`src/rtl/serial_rx_framer.sv`:
```
// serial_rx_framer: recovers start/DATA_WIDTH-bit LSB-first/stop frames from an idle-high line, mid-bit sampled.
// Define SERIAL_RX_FRAMER_PARITY_EN to add an even-parity bit between data and stop.
module serial_rx_framer #(
    parameter int DATA_WIDTH   = 8,
    parameter int CLKS_PER_BIT = 16
) (
    input  logic                  clk_i,
    input  logic                  rst_i,
    input  logic                  clr_i,
    input  logic                  en_i,
    input  logic                  d_i,
    output logic [DATA_WIDTH-1:0] data_o,
    output logic                  valid_o,
    input  logic                  ready_i,
    output logic                  frame_err_o,
    output logic                  overrun_o,
    output logic                  parity_err_o,
    output logic                  busy_o
);
    localparam int CW = $clog2(CLKS_PER_BIT);
    localparam int BW = $clog2(DATA_WIDTH) + 1;
    typedef enum logic [2:0] {IDLE, START, DATA, PARITY, STOP, BREAK} state_t;
`ifdef SERIAL_RX_FRAMER_PARITY_EN
    localparam state_t AFTER_DATA = PARITY;
`else
    localparam state_t AFTER_DATA = STOP;
    assign parity_err_o = 1'b0;
`endif
    state_t                state;
    logic [CW-1:0]         cnt;
    logic [BW-1:0]         bit_idx;
    logic [DATA_WIDTH-1:0] sh;
    logic                  par_bad;
    logic                  samp;
    assign samp   = cnt == '0;
    assign busy_o = state != IDLE;
    always_ff @(posedge clk_i or posedge rst_i) begin
        if (rst_i) begin
            state       <= IDLE;
            cnt         <= '0;
            bit_idx     <= '0;
            sh          <= '0;
            par_bad     <= 1'b0;
            data_o      <= '0;
            valid_o     <= 1'b0;
            frame_err_o <= 1'b0;
            overrun_o   <= 1'b0;
`ifdef SERIAL_RX_FRAMER_PARITY_EN
            parity_err_o <= 1'b0;
`endif
        end else if (clr_i) begin
            state       <= IDLE;
            cnt         <= '0;
            bit_idx     <= '0;
            sh          <= '0;
            par_bad     <= 1'b0;
            data_o      <= '0;
            valid_o     <= 1'b0;
            frame_err_o <= 1'b0;
            overrun_o   <= 1'b0;
`ifdef SERIAL_RX_FRAMER_PARITY_EN
            parity_err_o <= 1'b0;
`endif
        end else begin
            frame_err_o <= 1'b0;
            overrun_o   <= 1'b0;
`ifdef SERIAL_RX_FRAMER_PARITY_EN
            parity_err_o <= 1'b0;
`endif
            if (valid_o && ready_i) valid_o <= 1'b0;
            if (en_i) begin
                if (state != IDLE && state != BREAK)
                    cnt <= samp ? CW'(CLKS_PER_BIT - 1) : cnt - 1'b1;
                case (state)
                    IDLE: if (!d_i) begin
                        state   <= START;
                        cnt     <= CW'(CLKS_PER_BIT / 2 - 1);
                        par_bad <= 1'b0;
                    end
                    START: if (samp) begin
                        state   <= d_i ? IDLE : DATA;
                        bit_idx <= '0;
                    end
                    DATA: if (samp) begin
                        sh      <= (sh >> 1) | (DATA_WIDTH'(d_i) << (DATA_WIDTH - 1));
                        bit_idx <= bit_idx + 1'b1;
                        if (bit_idx == BW'(DATA_WIDTH - 1)) state <= AFTER_DATA;
                    end
`ifdef SERIAL_RX_FRAMER_PARITY_EN
                    PARITY: if (samp) begin
                        state <= STOP;
                        if (d_i != ^sh) begin
                            parity_err_o <= 1'b1;
                            par_bad      <= 1'b1;
                        end
                    end
`endif
                    STOP: if (samp) begin
                        if (d_i) begin
                            state <= IDLE;
                            // a parity-failed word is dropped silently
                            if (!par_bad) begin
                                if (!valid_o || ready_i) begin
                                    data_o  <= sh;
                                    valid_o <= 1'b1;
                                end else begin
                                    overrun_o <= 1'b1;
                                end
                            end
                        end else begin
                            state       <= BREAK;
                            frame_err_o <= 1'b1;
                        end
                    end
                    BREAK: if (d_i) state <= IDLE;
                    default: state <= IDLE;
                endcase
            end
        end
    end
endmodule

```
`config.mk`:
```
export PLATFORM = sky130hd
export DESIGN_NAME = serial_rx_framer
export DESIGN_NICKNAME = d
export VERILOG_FILES = /design/src/rtl/serial_rx_framer.sv
export SDC_FILE = /design/constraint.sdc
export NUM_CORES = 1
export LEC_CHECK = 0
export BUFFER_PORTS_ARGS = -buffer_cell sky130_fd_sc_hd__buf_2
export CAP_MARGIN = 20
export CORE_MARGIN = 2
export CORE_UTILIZATION = 35
export DETAILED_ROUTE_END_ITERATION = 8
export PLACE_DENSITY_LB_ADDON = 0.2
export SETUP_SLACK_MARGIN = 0.1
export SYNTH_ARGS = -nofsm -noshare
export SYNTH_HDL_FRONTEND = slang
export SYNTH_SLANG_ARGS = --single-unit
```
`constraint.sdc`:
```
create_clock -name clk_i -period 1.79 [get_ports clk_i]
set_input_delay 0.0895 -clock clk_i [delete_from_list [all_inputs] [get_ports clk_i]]
set_output_delay 0.0895 -clock clk_i [all_outputs]
set_load 0.01 [all_outputs]
```
==> results of run 1 <==
final timing paths:
kind,startpoint,endpoint,slack (ns),cells past startpoint
max in group asynchronous,rst_i,state[0],1.05,4
setup / recovery,state[0],state[1],0.05,4
setup reg to reg,state[0],state[1],0.05,4
hold reg to reg,sh[0],sh[0],0.48,2
min in group asynchronous,rst_i,sh[0],0.43,4
hold / removal,ready_i,overrun_o,0.14,3
flip-flops by register name, indices dropped and copies added, names as in the netlist:
signal       flops
bit_idx          4
cnt              4
state            3
frame_err_o      1
data_o           8
valid_o          1
sh               8
overrun_o        1
what timing repair did:
item | in CTS | in global routing
pin swaps | 7 | 5
endpoints found under the setup margin | 4 | 16
hold endpoints to repair | 30 | 0
resized for setup | 15 | 11
hold buffers | 1 | 0
buffers inserted | 8 | 6
synth_stat cells (all sizes together) (2+ instances only):
cell | n | area share
nand3b | 2 | 0.0097
nor3b | 3 | 0.015
nand2 | 16 | 0.039
nand3 | 4 | 0.013
nor2 | 14 | 0.034
dfrtp | 30 | 0.48
inv | 9 | 0.022
a31oi | 2 | 0.0081
xor2 | 2 | 0.011
buf | 7 | 0.034
or4b | 2 | 0.015
o21ai | 15 | 0.048
a221oi | 2 | 0.011
clkbuf | 3 | 0.0073
mux2 | 2 | 0.015
a21oi | 3 | 0.0097
a2111oi | 2 | 0.011
mux2i | 10 | 0.065
nand2b | 9 | 0.036
nor3 | 3 | 0.0097
ha | 2 | 0.016
power by group:
group	switching, mW	internal, mW
Clock	0.246	0.445
Sequential	0.0697	0.729
Combinational	0.339	0.367
Total	0.655	1.54
layer usage:
metal	track usage	vias to the layer above
met1	0.195	615
met3	0.0499	8
met4	0.0713	0
met5	0	-
met2	0.237	19
li1	-	625
per-stage QoR:
stage                     std cells  hold slack [ns]  instance area [sq um]
after global routing            249            0.139                   2050
after global placement          227            0.183                   1720
after detailed placement        227            0.191                   1720
final                           249            0.138                   2050
after CTS                       243            0.136                   1970
after floorplan                 157            0.180                   1550
kinds of logic after synthesis:
kind of cell             count (synthesis)  synth area share
AND/OR/NAND/NOR                         60             0.213
buffers and inverters                   19            0.0629
other                                    1           0.00242
AO/OA/AOI/OAI                           30             0.125
multiplexers                            12            0.0790
flip-flops                              30             0.484
adder cells (fa/ha/maj)                  3            0.0226
XOR/XNOR                                 2            0.0113
final cells by class:
type                            count  share of cell area
Sequential cell                    30               0.369
Tap cell                           52              0.0318
Clock inverter                      1              0.0147
Inverter                            9              0.0165
Clock buffer                        6              0.0404
Multi-Input combinational cell    108               0.386
Timing Repair Buffer               43               0.142
worst max-delay path, cell delays in order (launching register included):
cell	delay [ns]
sky130_fd_sc_hd__dfrtp_2	0.47
sky130_fd_sc_hd__or4b_4	0.54
sky130_fd_sc_hd__a31oi_4	0.22
sky130_fd_sc_hd__a211oi_4	0.08
sky130_fd_sc_hd__mux2_4	0.31
==> results.cfg, run 1 <==
[sta]
final_setup_violation_count = 0
fin_crit_sh = 0.972
report.final.slew_viol_count = 0
transition_at_the_pin_with_the_smallest_max_transition_slack_ns = 0.477
rsz_0062_raised_after_global_routing = yes
final.min_clock_period_ns = 1.74
minimum_setup_slack_in_the_final_design_ns = 0.0502
finalSetupTns_ns = 0
hold_viol = 0
worst_clock_skew_ns = 0.00830
timing.fmax_mhz = 575
slew_headroom = 0.674

[critical_path]
cp.required_ns = 1.95
endpoint_class_of_the_critical_path = flip-flop
startpoint_type = flip-flop
arrival_ns = 1.90
crit_fanout = 7
criticalPathCategory = reg2reg

[global_route]
first_global_vias = 1284
antenna_violations_before_repair = 0
globalRouteTotalUtil = 0.153
first_pass_grt_wire_length_um = 5980
gr-total-overflow = 0
pin_count_of_the_biggest_net_entering_global_routing = 31

[synthesis]
syn-mean-instance-area_sq_um = 9.88
synth_edf_count = 0
ys_seq_elements = 30
postSynth.asyncResetShare = 1.00
total_of_warnings_raised_by_yosys = 0
synth_cells = 157
synthDistinctLibCells = 39
synth_nets = 165
ys_seq_area_frac = 0.484
most_frequently_used_flop_master_after_synthesis = sky130_fd_sc_hd__dfrtp_1
post_synth_instance_area_sq_mm = 0.00155

[clock_tree]
clock_sinks = 30
worst_setup_hold_path_clk_slew_ns = 0.06
max-clock-path-buffers = 2
cts_max_level = 2
clkLatencyLatePin_ns = 0.28
cts_root_buffer = sky130_fd_sc_hd__clkbuf_8
cts_inserted_buffers = 5
tritoncts = built

[placed_design]
routabilityCongestion = 0.783
place_worst_setup_slack_ns = -0.0519
buffer_ports.inserted = 17
detailed_place_hpwl_um = 2350

[detailed_routing]
routed-via-count = 1267
wl_met2_um = 1750
wl_per_cell_um = 14.5
highest_layer = met4
drt_iter0_drc = 43
first_pass_iters = 4
routed_wl_um = 3600
met1_length_um = 1650
drc_errors = 0
final_antenna_net_count = 0
detail_route.vias_per_cell = 5.09
met3_wirelength_um = 120

[cells_and_area]
area.sequential_sq_um = 754
synthToLayoutAreaGrowth_pct = 31.9
num-nets-final = 205
insertedDiodeCount = 0
most_common_cell_after_layout_fill_and_taps_aside = sky130_fd_sc_hd__dfrtp_1
number_of_fill_cells_in_the_layout = 417
multi_input_comb_area_sq_um = 790
finalCoreUtilization = 0.473
most_used_cells_in_the_layout_excluding_fill_and_tap_cells = sky130_fd_sc_hd__dfrtp_1 (27), sky130_fd_sc_hd__buf_4 (23), sky130_fd_sc_hd__buf_2 (17), sky130_fd_sc_hd__nand2_1 (16), sky130_fd_sc_hd__nor2_1 (14)
drive_gt1_frac = 0.355

[outcome]
status = finished clean

[power]
power.total_mw = 2.20
leakage_nw = 1.02
peakVddDrop_mv = 0.327
power.density_mw_per_mm2 = 1070

[floorplan]
die_area_sq_mm = 0.00498
std_cell_rows = 24
fp.dieW_um = 70.6
core_area_sq_mm = 0.00432
initial_standard_cell_utilization_of_the_core = 0.359
design.portCount = 19
die-height_um = 70.6

[hold_path]
min-delay-path-class = in2reg

[run]
cap_viol_max_count = 0
Note: power is estimated with default switching activity, not from simulation.
==> inputs of run 2 (changes only) <==
- GPL_TIMING_DRIVEN: unset -> 0
==> run 2 against run 1 <==
First-iteration DRC count fell by 16%; critical path type unchanged; count of clock-buffer cells in the layout is the same; final cell count is 1.6% lower; sequential power shrank 2%; core utilization grew 0.32 points; non-clock buffer count down 4; clock power is 1% higher.
==> results.cfg, run 2 (synthesis gave the netlist of run 1 again) <==
[outcome]
status = finished clean

[clock_tree]
cts_max_level = 2
cts_root_buffer = sky130_fd_sc_hd__clkbuf_8
worst_setup_hold_path_clk_slew_ns = 0.06
cts_inserted_buffers = 5
max-clock-path-buffers = 2
clock_sinks = 30
tritoncts = built
clkLatencyLatePin_ns = 0.28

[cells_and_area]
multi_input_comb_area_sq_um = 813
finalInstanceArea_sq_mm = 0.00206
reg.largest.list = data_o: 8 flops, sh: 8 flops
most_common_cell_after_layout_fill_and_taps_aside = sky130_fd_sc_hd__dfrtp_1
most_used_cells_in_the_layout_excluding_fill_and_tap_cells = sky130_fd_sc_hd__dfrtp_1 (30), sky130_fd_sc_hd__buf_2 (18), sky130_fd_sc_hd__nand2_1 (16), sky130_fd_sc_hd__o21ai_0 (14), sky130_fd_sc_hd__nor2_1 (13)
drive_gt1_frac = 0.326
insertedDiodeCount = 0
synthToLayoutAreaGrowth_pct = 32.7
area.sequential_sq_um = 751
instances_no_fill = 245
num-nets-final = 201
number_of_fill_cells_in_the_layout = 425

[floorplan]
core_area_sq_mm = 0.00432
fp.dieW_um = 70.6
die_area_sq_mm = 0.00498
initial_standard_cell_utilization_of_the_core = 0.359
die-height_um = 70.6
design.portCount = 19
std_cell_rows = 24

[placed_design]
place_inst = 225
place_worst_setup_slack_ns = -0.270
routabilityCongestion = 0.767
placed_area_sq_mm = 0.00172
buffer_ports.inserted = 15
detailed_place_hpwl_um = 2390

[detailed_routing]
routed-via-count = 1268
final_antenna_net_count = 0
drc_errors = 0
detail_route.vias_per_cell = 5.18
routed_wl_um = 3680
first_pass_iters = 4
wl_per_cell_um = 15.0
drt_iter0_drc = 36

[critical_path]
cpPeakStageDelay_ns = 0.40
startpoint_type = flip-flop
criticalPathCategory = reg2reg
crit_path_slowest_cell = sky130_fd_sc_hd__dfrtp_1
arrival_ns = 1.93
reg2reg_setup_slack_ns = 0.03
crit_fanout = 9
critical_path.top_delay_family = flip-flops
crit_buf_inv = 1
cp.required_ns = 1.96
timing.critical_path.cells = buf_6, maj3_2, nor4_4, a211oi_2, mux2_1
endpoint_class_of_the_critical_path = flip-flop

[sta]
hold_viol = 0
fin_crit_sh = 0.983
final.min_clock_period_ns = 1.76
rsz_0062_raised_after_global_routing = yes
finalSetupTns_ns = 0
timing.fmax_mhz = 568
holdWs_ns = 0.149
worst_clock_skew_ns = 0.00176
final_setup_violation_count = 0
report.final.slew_viol_count = 0
minimum_setup_slack_in_the_final_design_ns = 0.0302

[global_route]
first_pass_grt_wire_length_um = 5890
gr-usage-met3 = 0.0356
groute.layer.met1.usage = 0.195
first_global_vias = 1240
globalRouteTotalUtil = 0.153
grt.met2_usage = 0.248
antenna_violations_before_repair = 0
gr-max-usage-layer = met2
pin_count_of_the_biggest_net_entering_global_routing = 23
gr-total-overflow = 0

[power]
swShare = 0.307
power_report.internal_total_mw = 1.58
pwr-share-seq = 0.343
power_switching_uw = 702
power.density_mw_per_mm2 = 1110
clockPowerShare = 0.307
peakVddDrop_mv = 0.436
leakage_nw = 1.00
relative_contribution_of_combinational_cells_to_total_power = 0.351

[hold_path]
min-delay-path-class = in2reg

[run]
cap_viol_max_count = 0
## run 2: changes by cell type in the layout (fill, tap and decap cells not counted), sizes merged
cell,before,now
buf,42,35
clkbuf,6,9
## run 2: layout make-up
class / count / share of cell area
Inverter: 9 / 0.0164
Timing Repair Buffer: 29 / 0.103
Tap cell: 52 / 0.0316
Multi-Input combinational cell: 108 / 0.395
Sequential cell: 30 / 0.365
Clock buffer: 6 / 0.0401
Clock inverter: 1 / 0.0146
Buffer: 10 / 0.0346
## run 2: worst register-to-register path: cells and delay by family, from the launching register on
family / cells / cell delay, ns
compound gates: 1 / 0.11
fa+ha+maj: 1 / 0.33
buf+inv: 1 / 0.15
flops: 1 / 0.40
mux: 1 / 0.32
simple gates: 1 / 0.33
## run 2: through the flow
step | util | power (mW)
final | 0.476 | 2.29
after global routing | 0.476 | 2.40
after CTS | 0.465 | 2.19
after detailed placement | 0.398 | 1.26
after global placement | 0.391 | 1.23
after floorplan | - | 1.14
## run 2: worst paths after layout
kind,startpoint,end,depth (start not counted)
worst max-delay path,state[0],state[1],5
worst min-delay path,en_i,frame_err_o,3
worst max register to register,state[0],state[1],5
worst min register to register,sh[0],sh[0],2
max in group asynchronous,rst_i,state[1],4
min in group asynchronous,rst_i,cnt[1],3
## run 2: timing repair
item                                   4_1_cts  5_1_grt
gates resized for setup                     21        5
endpoints found under the hold margin        8        0
cloned                                       0        1
buffers inserted                             8        3
setup endpoints to repair                   23       23
hold buffers                                 1        0
pin swaps                                    7        4
## run 2: per-layer routing
layer / share of wire / wire length, um
met1: 0.45 / 1670
met2: 0.49 / 1810
met3: 0.034 / 124
met4: 0.019 / 69
met5: 0 / 0
## run 2: power groups by stage
stage | clock, mW | combinational [mW] | sequential [mW]
floorplan | 0 | 0.363 | 0.772
global placement | 0 | 0.447 | 0.782
detailed placement | 0 | 0.473 | 0.784
CTS | 0.712 | 0.705 | 0.777
global route | 0.752 | 0.859 | 0.790
finish | 0.701 | 0.801 | 0.783
